===== src/rtl/plab4_net_router_input_ctrl.sv =====
// Ring-router input stage: FIFO buffer, route the head message west/terminal/east, dequeue on grant.
// Min latency 1 cycle; in_rdy drops when full. Optional per-direction counters under PLAB4_NET_ROUTER_INPUT_STATS_EN.
module plab4_net_router_input_ctrl #(
  parameter int unsigned p_msg_nbits   = 44,
  parameter int unsigned p_dest_lsb    = 42,
  parameter int unsigned p_dest_nbits  = 2,
  parameter int unsigned p_num_routers = 4,
  parameter int unsigned p_router_id   = 0,
  parameter int unsigned p_num_entries = 2
) (
  input  logic                   clk,
  input  logic                   reset,
  input  logic                   in_val,
  output logic                   in_rdy,
  input  logic [p_msg_nbits-1:0] in_msg,
  output logic [2:0]             reqs,
  input  logic [2:0]             grants,
  output logic [p_msg_nbits-1:0] head_msg
`ifdef PLAB4_NET_ROUTER_INPUT_STATS_EN
  ,
  output logic [47:0]            stats
`endif
);

  localparam int unsigned PTR_W = (p_num_entries > 1) ? $clog2(p_num_entries) : 1;
  localparam int unsigned CNT_W = $clog2(p_num_entries + 1);

  logic [PTR_W-1:0]       wr_ptr_q, wr_ptr_d;
  logic [PTR_W-1:0]       rd_ptr_q, rd_ptr_d;
  logic [CNT_W-1:0]       count_q, count_d;
  logic [p_msg_nbits-1:0] entries_q [p_num_entries];

  logic                    enq;
  logic                    deq;
  logic [p_dest_nbits-1:0] dest;
  int unsigned             d_e;

  // in_rdy is gated by the reset pin so it drops immediately on an asynchronous reset
  assign in_rdy   = reset && (count_q != CNT_W'(p_num_entries));
  assign enq      = in_val && in_rdy;
  assign deq      = |(reqs & grants);
  assign head_msg = entries_q[rd_ptr_q];
  assign dest     = head_msg[p_dest_lsb +: p_dest_nbits];

  always_comb begin
    reqs = 3'b000;
    d_e  = (32'(dest) + p_num_routers - p_router_id) % p_num_routers;
    if (count_q != '0) begin
      if (32'(dest) == p_router_id)
        reqs = 3'b010;
      else if (d_e <= p_num_routers / 2)
        reqs = 3'b100;
      else
        reqs = 3'b001;
    end
  end

  // Depth is a power of two, so pointers wrap naturally
  always_comb begin
    wr_ptr_d = wr_ptr_q;
    rd_ptr_d = rd_ptr_q;
    count_d  = count_q;
    if (enq) wr_ptr_d = wr_ptr_q + PTR_W'(1);
    if (deq) rd_ptr_d = rd_ptr_q + PTR_W'(1);
    case ({enq, deq})
      2'b10:   count_d = count_q + CNT_W'(1);
      2'b01:   count_d = count_q - CNT_W'(1);
      default: count_d = count_q;
    endcase
  end

  always_ff @(posedge clk or negedge reset) begin
    if (!reset) begin
      wr_ptr_q <= '0;
      rd_ptr_q <= '0;
      count_q  <= '0;
    end else begin
      wr_ptr_q <= wr_ptr_d;
      rd_ptr_q <= rd_ptr_d;
      count_q  <= count_d;
    end
  end

  always_ff @(posedge clk) begin
    if (enq) entries_q[wr_ptr_q] <= in_msg;
  end

`ifdef PLAB4_NET_ROUTER_INPUT_STATS_EN
  logic [15:0] dir_cnt_q [3];

  always_ff @(posedge clk or negedge reset) begin
    if (!reset) begin
      for (int i = 0; i < 3; i++) dir_cnt_q[i] <= '0;
    end else if (deq) begin
      for (int i = 0; i < 3; i++)
        if (reqs[i] && dir_cnt_q[i] != 16'hFFFF) dir_cnt_q[i] <= dir_cnt_q[i] + 16'd1;
    end
  end

  assign stats = {dir_cnt_q[2], dir_cnt_q[1], dir_cnt_q[0]};
`endif

`ifndef SYNTHESIS
  // Grants must be one-hot and only arrive while a request is outstanding
  a_grant_legal: assert property (@(posedge clk) disable iff (!reset)
    (grants != 3'b000) |-> ((reqs != 3'b000) && $onehot(grants)))
    else $error("illegal grant %b with reqs %b", grants, reqs);
`endif

endmodule

===== config.mk =====
export PLATFORM = sky130hd
export DESIGN_NAME = plab4_net_router_input_ctrl
export DESIGN_NICKNAME = d
export VERILOG_FILES = /design/src/rtl/plab4_net_router_input_ctrl.sv
export SDC_FILE = /design/constraint.sdc
export NUM_CORES = 1
export LEC_CHECK = 0
export CORE_MARGIN = 1
export CORE_UTILIZATION = 35
export DETAILED_ROUTE_END_ITERATION = 6
export GPL_ROUTABILITY_DRIVEN = 0
export SLEW_MARGIN = 20
export SYNTH_ARGS = -nofsm -noshare
export SYNTH_HDL_FRONTEND = slang
export SYNTH_SLANG_ARGS = --single-unit

===== constraint.sdc =====
create_clock -name clk -period 4.1 [get_ports clk]
set_clock_uncertainty 0.15 [all_clocks]
set_input_delay 0.615 -clock clk [delete_from_list [all_inputs] [get_ports clk]]
set_output_delay 0.615 -clock clk [all_outputs]
set_load 0.01 [all_outputs]

### Word-level counts from Yosys, hierarchy flattened

Memories as Yosys holds them, arrays and structs flattened.
Index checks and enable logic that the tools add are counted.

* register bits: 4
* memory bits (writable): 88
* input bits: 50
* output and inout port bits: 48
* word-level logic and storage cells: 26
* memories kept: 1

Memory list
* entries_q: words 2, width 44, read ports 1, clocked after memory_dff 0, write ports 1, RTL line 31 `logic [p_msg_nbits-1:0] entries_q [p_num_entries];`

* $add $sub $neg: 5
* magnitude comparators: 1
* equal/unequal tests: 3
* multiplexer cells: 6
* bitwise gates (word level): 1
* reduce and logical (&&, ||, !) cells: 6

Operator list (count)
* $mux 3: 3
* $add 2x1->2 const B: 2
* $pmux 2 s2: 1
* $reduce_bool 2->1: 2
* $and 3x3->3: 1
* $reduce_or 3->1: 1
* $add 1x1->1 const B: 2
* $eq 2x1->1 const B: 1
* $eq 2x2->1 const B: 1
* $le 2x2->1 const B: 1
* $logic_and 1x1->1: 2
* $logic_not 2->1: 1
* $mux 1: 2
* $ne 2x2->1 const B: 1
* $sub 2x1->2 const B: 1

### Depth between registers and ports, before layout

An unclocked memory read counts as a cell.

* depth after elaboration: 10
* gate-level depth with buffers: 11
* depth with buffers taken out: 9

### Worst setup path before layout

OpenSTA, ideal clock, no wires.

* path kind: in2reg
* from: in reset
* to: mem entries_q[0][0] (enable)
* setup time: 0.446 ns
* arrival time: 2.592 ns
* required time: 3.504 ns
* slack: 0.912 ns
* stages on the path: 2
* path buffers: 0
* cells stage by stage: o211ai_2 nor2_1

* word-level cells in the longest chain between the ends: 4

Ends and longest elaborated chain
* start, declared: RTL line 12 `input logic reset,`
* $logic_and 1x1->1: RTL line 39 `assign in_rdy = reset && (count_q != CNT_W'(p_num_entries));`
* $logic_and 1x1->1: RTL line 40 `assign enq = in_val && in_rdy;`
* $mux 1: RTL line 85 `if (enq) entries_q[wr_ptr_q] <= in_msg;`
* $mux 1 (implied by the code): RTL line 85
* end, declared: RTL line 31

No other way between the ends.

### Worst setup path in the final report

* from: reg rd_ptr_q
* to: out reqs[0]

* word-level cells in the longest chain between the ends: 6
* elaborated cells between the ends (all ways): 7
* classes of those cells: add/sub: 1; order compare: 1; mux: 3; reduce/logical: 1; memory: 1

Ends and longest elaborated chain
* start, declared: RTL line 29 `logic [PTR_W-1:0] rd_ptr_q, rd_ptr_d;`
* start signal, assigned: RTL line 79 `rd_ptr_q <= rd_ptr_d;`
* $mem_v2 2x44 (*)
* $add 2x1->2: RTL line 47 `d_e = (32'(dest) + p_num_routers - p_router_id) % p_num_routers;`
* $le 2x2->1: RTL line 51 `else if (d_e <= p_num_routers / 2)`
* $mux 3: RTL line 51
* $mux 3 (*): RTL line 49 `if (32'(dest) == p_router_id)`
* $mux 3 (*): RTL line 48 `if (count_q != '0) begin`
* end, declared: RTL line 16 `output logic [2:0] reqs,`

Mark *: on every way between the ends. The rest lies on a longest branch, timed or not.

==> results by group <==
Floorplan
  • Io pins: between 90 and 100
  • Rows: 36
  • Chip Height: approximately 100 um
  • Die area: around 11000 um2
  • Die width: between 100 and 150 um
  • Core footprint: slightly below 10000 um2
  • Initial cell density of the core: 36.6%

Pwr
  • Cell Pwr Density: just under 600 nW/um2
  • Lkg Pwr: between 1.5 and 2 nW
  • Design Power: slightly below 3 mW
  • VDD IR-drop max: 231 uV

Worst setup path
  • CP endpoint kind: output pin
  • Worst path top cell family by delay: flip-flops
  • Crit-path slowest cell: dfrtp_2
  • Worst endpoint required time: approximately 3.3 ns
  • Worst-case reg-to-reg path depth: 8
  • Buf/Inv on CP: 2
  • Crit Path Class: flop to output pin
  • Arr. time, crit path: about 2.4 ns
  • Critical path, cell by cell: mux2i_2, inv_1, ha_1, and2b_1, clkdlybuf4s50_1
  • Critical path launch point type: flop
  • Crit. path cell count: 5
  • CP peak stage delay: 0.80 ns
  • Critical Path Fanout Max: 20

CTS
  • Clk Latency, worst-skew pair: 0.34 ns
  • TritonCTS buffer count: 9
  • Post-CTS Resized: 0
  • Root Buffer: clkbuf_8
  • H-tree depth: 3
  • CTS tree: built
  • Post-CTS Setup Bufs: 0
  • Hold Buf Count CTS: 0
  • Clock transition at path regs: 0.09 ns
  • CTS max path bufs: 2
  • Clk sinks: 92

Synth
  • Mapped Area: ~3600 um2
  • Synthesized flop and latch total: between 90 and 100
  • Xor/xnor cell area share of the yosys netlist: around 1.2%
  • Simple-gate share of the synthesized area: roughly 1.3%
  • Synth cell types: 17
  • Syn_nets: ~220
  • Gate Count Post-Synth: around 160
  • Largest family of logic cells by synthesized area: multiplexers
  • Post-synthesis mux area share: roughly 18%
  • Adder-Cell Fraction of Synth Area: between 1 and 1.5%
  • Mean Syn Cell Area: roughly 22 um2
  • Area fraction in compound gates after synthesis: 0.832%
  • Ys Warns: 0
  • Sequential share of the synthesized area: roughly three quarters

Drt
  • Initial DRC count: 39
  • Average routed wire per standard cell: ~14 um
  • First-pass iteration count of the detailed router: 4
  • Routed Antenna Nets: 0
  • # DRC: 0
  • Via density: ~4.3
  • Vias: 1760
  • Post-Route WL: between 5 and 6 mm

Placed design
  • HPWL Detailed: just under 4 mm
  • Post-place setup slack: between 1 and 1.5 ns
  • Port Buffers: 97

Finish
  • Sequential Area: roughly 2700 um2
  • # fillers: 802
  • Area Overhead vs Synth: 37.4%
  • Final nets: 322
  • Ratio of cells with drive above 1 in the final layout: 24.8%
  • Area of the multi-input gates: 806 um2
  • Diode count: 0

Timing
  • # setup viols final: 0
  • Final hold viol count: 0
  • RSZ-0062 raised after global routing: false
  • Fin. max-slew vios: 0
  • Period Utilization, post-route: about 77%
  • Tmin final: between 3 and 4 ns
  • Max Freq: about 0.32 GHz
  • Final TNS setup: 0 ns
  • Slew of the pin with the lowest slew margin: 0.665 ns
  • Rel. slew slack: a little under three fifths
  • Final worst setup slack: between 0.9 and 1 ns

Min path
  • Worst min-delay path category: primary input to asynchronous set/reset pin

Global route
  • GRT Total Usage: between 10 and 15%
  • Overflow after GRT: 0
  • Vias in the first global route: approximately 1.8k
  • First-pass GRT wire length: 9.09 mm
  • Largest net degree at the start of global routing: 27
  • Initial antenna violation count: 0

Run status
  • Status: finished clean

Run
  • Number of max-cap violations: 0
layout make-up:
type,count,share of cell area [%]
clock buffers,9,2.50
clock inverters,7,1.51
multi-input cells,63,16.3
flip-flops and latches,92,55.4
repair buffers,100,20.8
inverters,3,0.227
well taps,133,3.36
stage by stage:
stage	util, %	instances	cell area, um2	hold slack (ns)
floorplan	-	163	3610	0.169
global route	50.3	407	4960	0.333
finish	50.3	407	4960	0.341
global placement	48.2	391	4760	0.402
CTS	50.3	407	4960	0.328
detailed placement	48.2	391	4760	0.406
final timing paths:
| kind | startpoint | slack (ns) | to |
|---|---|---|---|
| setup / recovery | rd_ptr_q | 0.94 | reqs[0] |
| hold / removal | reset | 0.34 | wr_ptr_q |
| setup reg to reg | rd_ptr_q | 1.42 | count_q[1] |
| hold reg to reg | wr_ptr_q | 0.42 | wr_ptr_q |
| max in group asynchronous | reset | 3.24 | rd_ptr_q |
| min in group clk | wr_ptr_q | 0.42 | wr_ptr_q |
worst reg2reg max path: cells and delay by family (launching register included):
| family | cells | cell delay [ns] |
|---|---|---|
| DFF | 1 | 0.80 |
| adders and majority gates | 2 | 0.53 |
| AOI/OAI and AO/OA | 1 | 0.38 |
| muxes | 1 | 0.32 |
| and+or+nand+nor | 2 | 0.22 |
| xor gates and xnor gates | 1 | 0.12 |
| buffers and inverters | 1 | 0.08 |
synthesized netlist by cell type, drive strengths merged:
cell / number / area share [%]
nor2: 4 / 0.49
xor2: 1 / 0.24
xnor2: 4 / 0.97
ha: 3 / 1.0
a222oi: 1 / 0.28
o21a: 1 / 0.21
dfrtp: 4 / 2.8
mux2: 42 / 17
o211ai: 1 / 0.35
mux2i: 2 / 0.76
edfxtp: 88 / 73
buf: 5 / 1.6
and3: 1 / 0.17
inv: 3 / 0.31
and2b: 3 / 0.62
placed cells by master (no fill, tap or decap):
| master | instances |
|---|---|
| inv_6 | 2 |
| clkdlybuf4s50_1 | 97 |
| mux2i_2 | 2 |
| xor2_1 | 1 |
| buf_12 | 3 |
| bufinv_16 | 1 |
| and3_2 | 1 |
| and2b_1 | 3 |
| o211ai_2 | 1 |
| xnor2_1 | 4 |
| mux2_2 | 5 |
| nor2_4 | 1 |
| dfrtp_2 | 1 |
| mux2_4 | 37 |
| nor2_2 | 1 |
| clkbuf_8 | 9 |
| a222oi_1 | 1 |
| clkinv_4 | 2 |
| dfrtp_1 | 3 |
| clkinv_2 | 2 |
| ha_1 | 3 |
| nor2_1 | 2 |
| o21a_1 | 1 |
| inv_1 | 3 |
| edfxtp_1 | 88 |
power breakdown:
| group | internal, mW | switching, mW |
|---|---|---|
| logic | 0.684 | 0.403 |
| clock network | 0.286 | 0.310 |
| registers | 1.17 | 0.0980 |
sequential cells by signal (all words and copies together) (netlist names):
register   flops
rd_ptr_q       1
count_q        2
wr_ptr_q       1
entries_q     88
per-layer routing:
metal	vias up	global-route usage (%)	part of all wire, %
li1	842	-	-
met1	850	13.2	42
met2	63	18.7	51
met3	5	4.15	6.0
met4	0	3.73	0.94
met5	-	0	0
cell families after synthesis:
family                   after synthesis
AO/OA/AOI/OAI                          3
XOR/XNOR                               5
adder cells (fa/ha/maj)                3
buffers and inverters                  8
flip-flops                            92
multiplexers                          44
AND/OR/NAND/NOR                        8
Power figures use the tool's default switching activity.
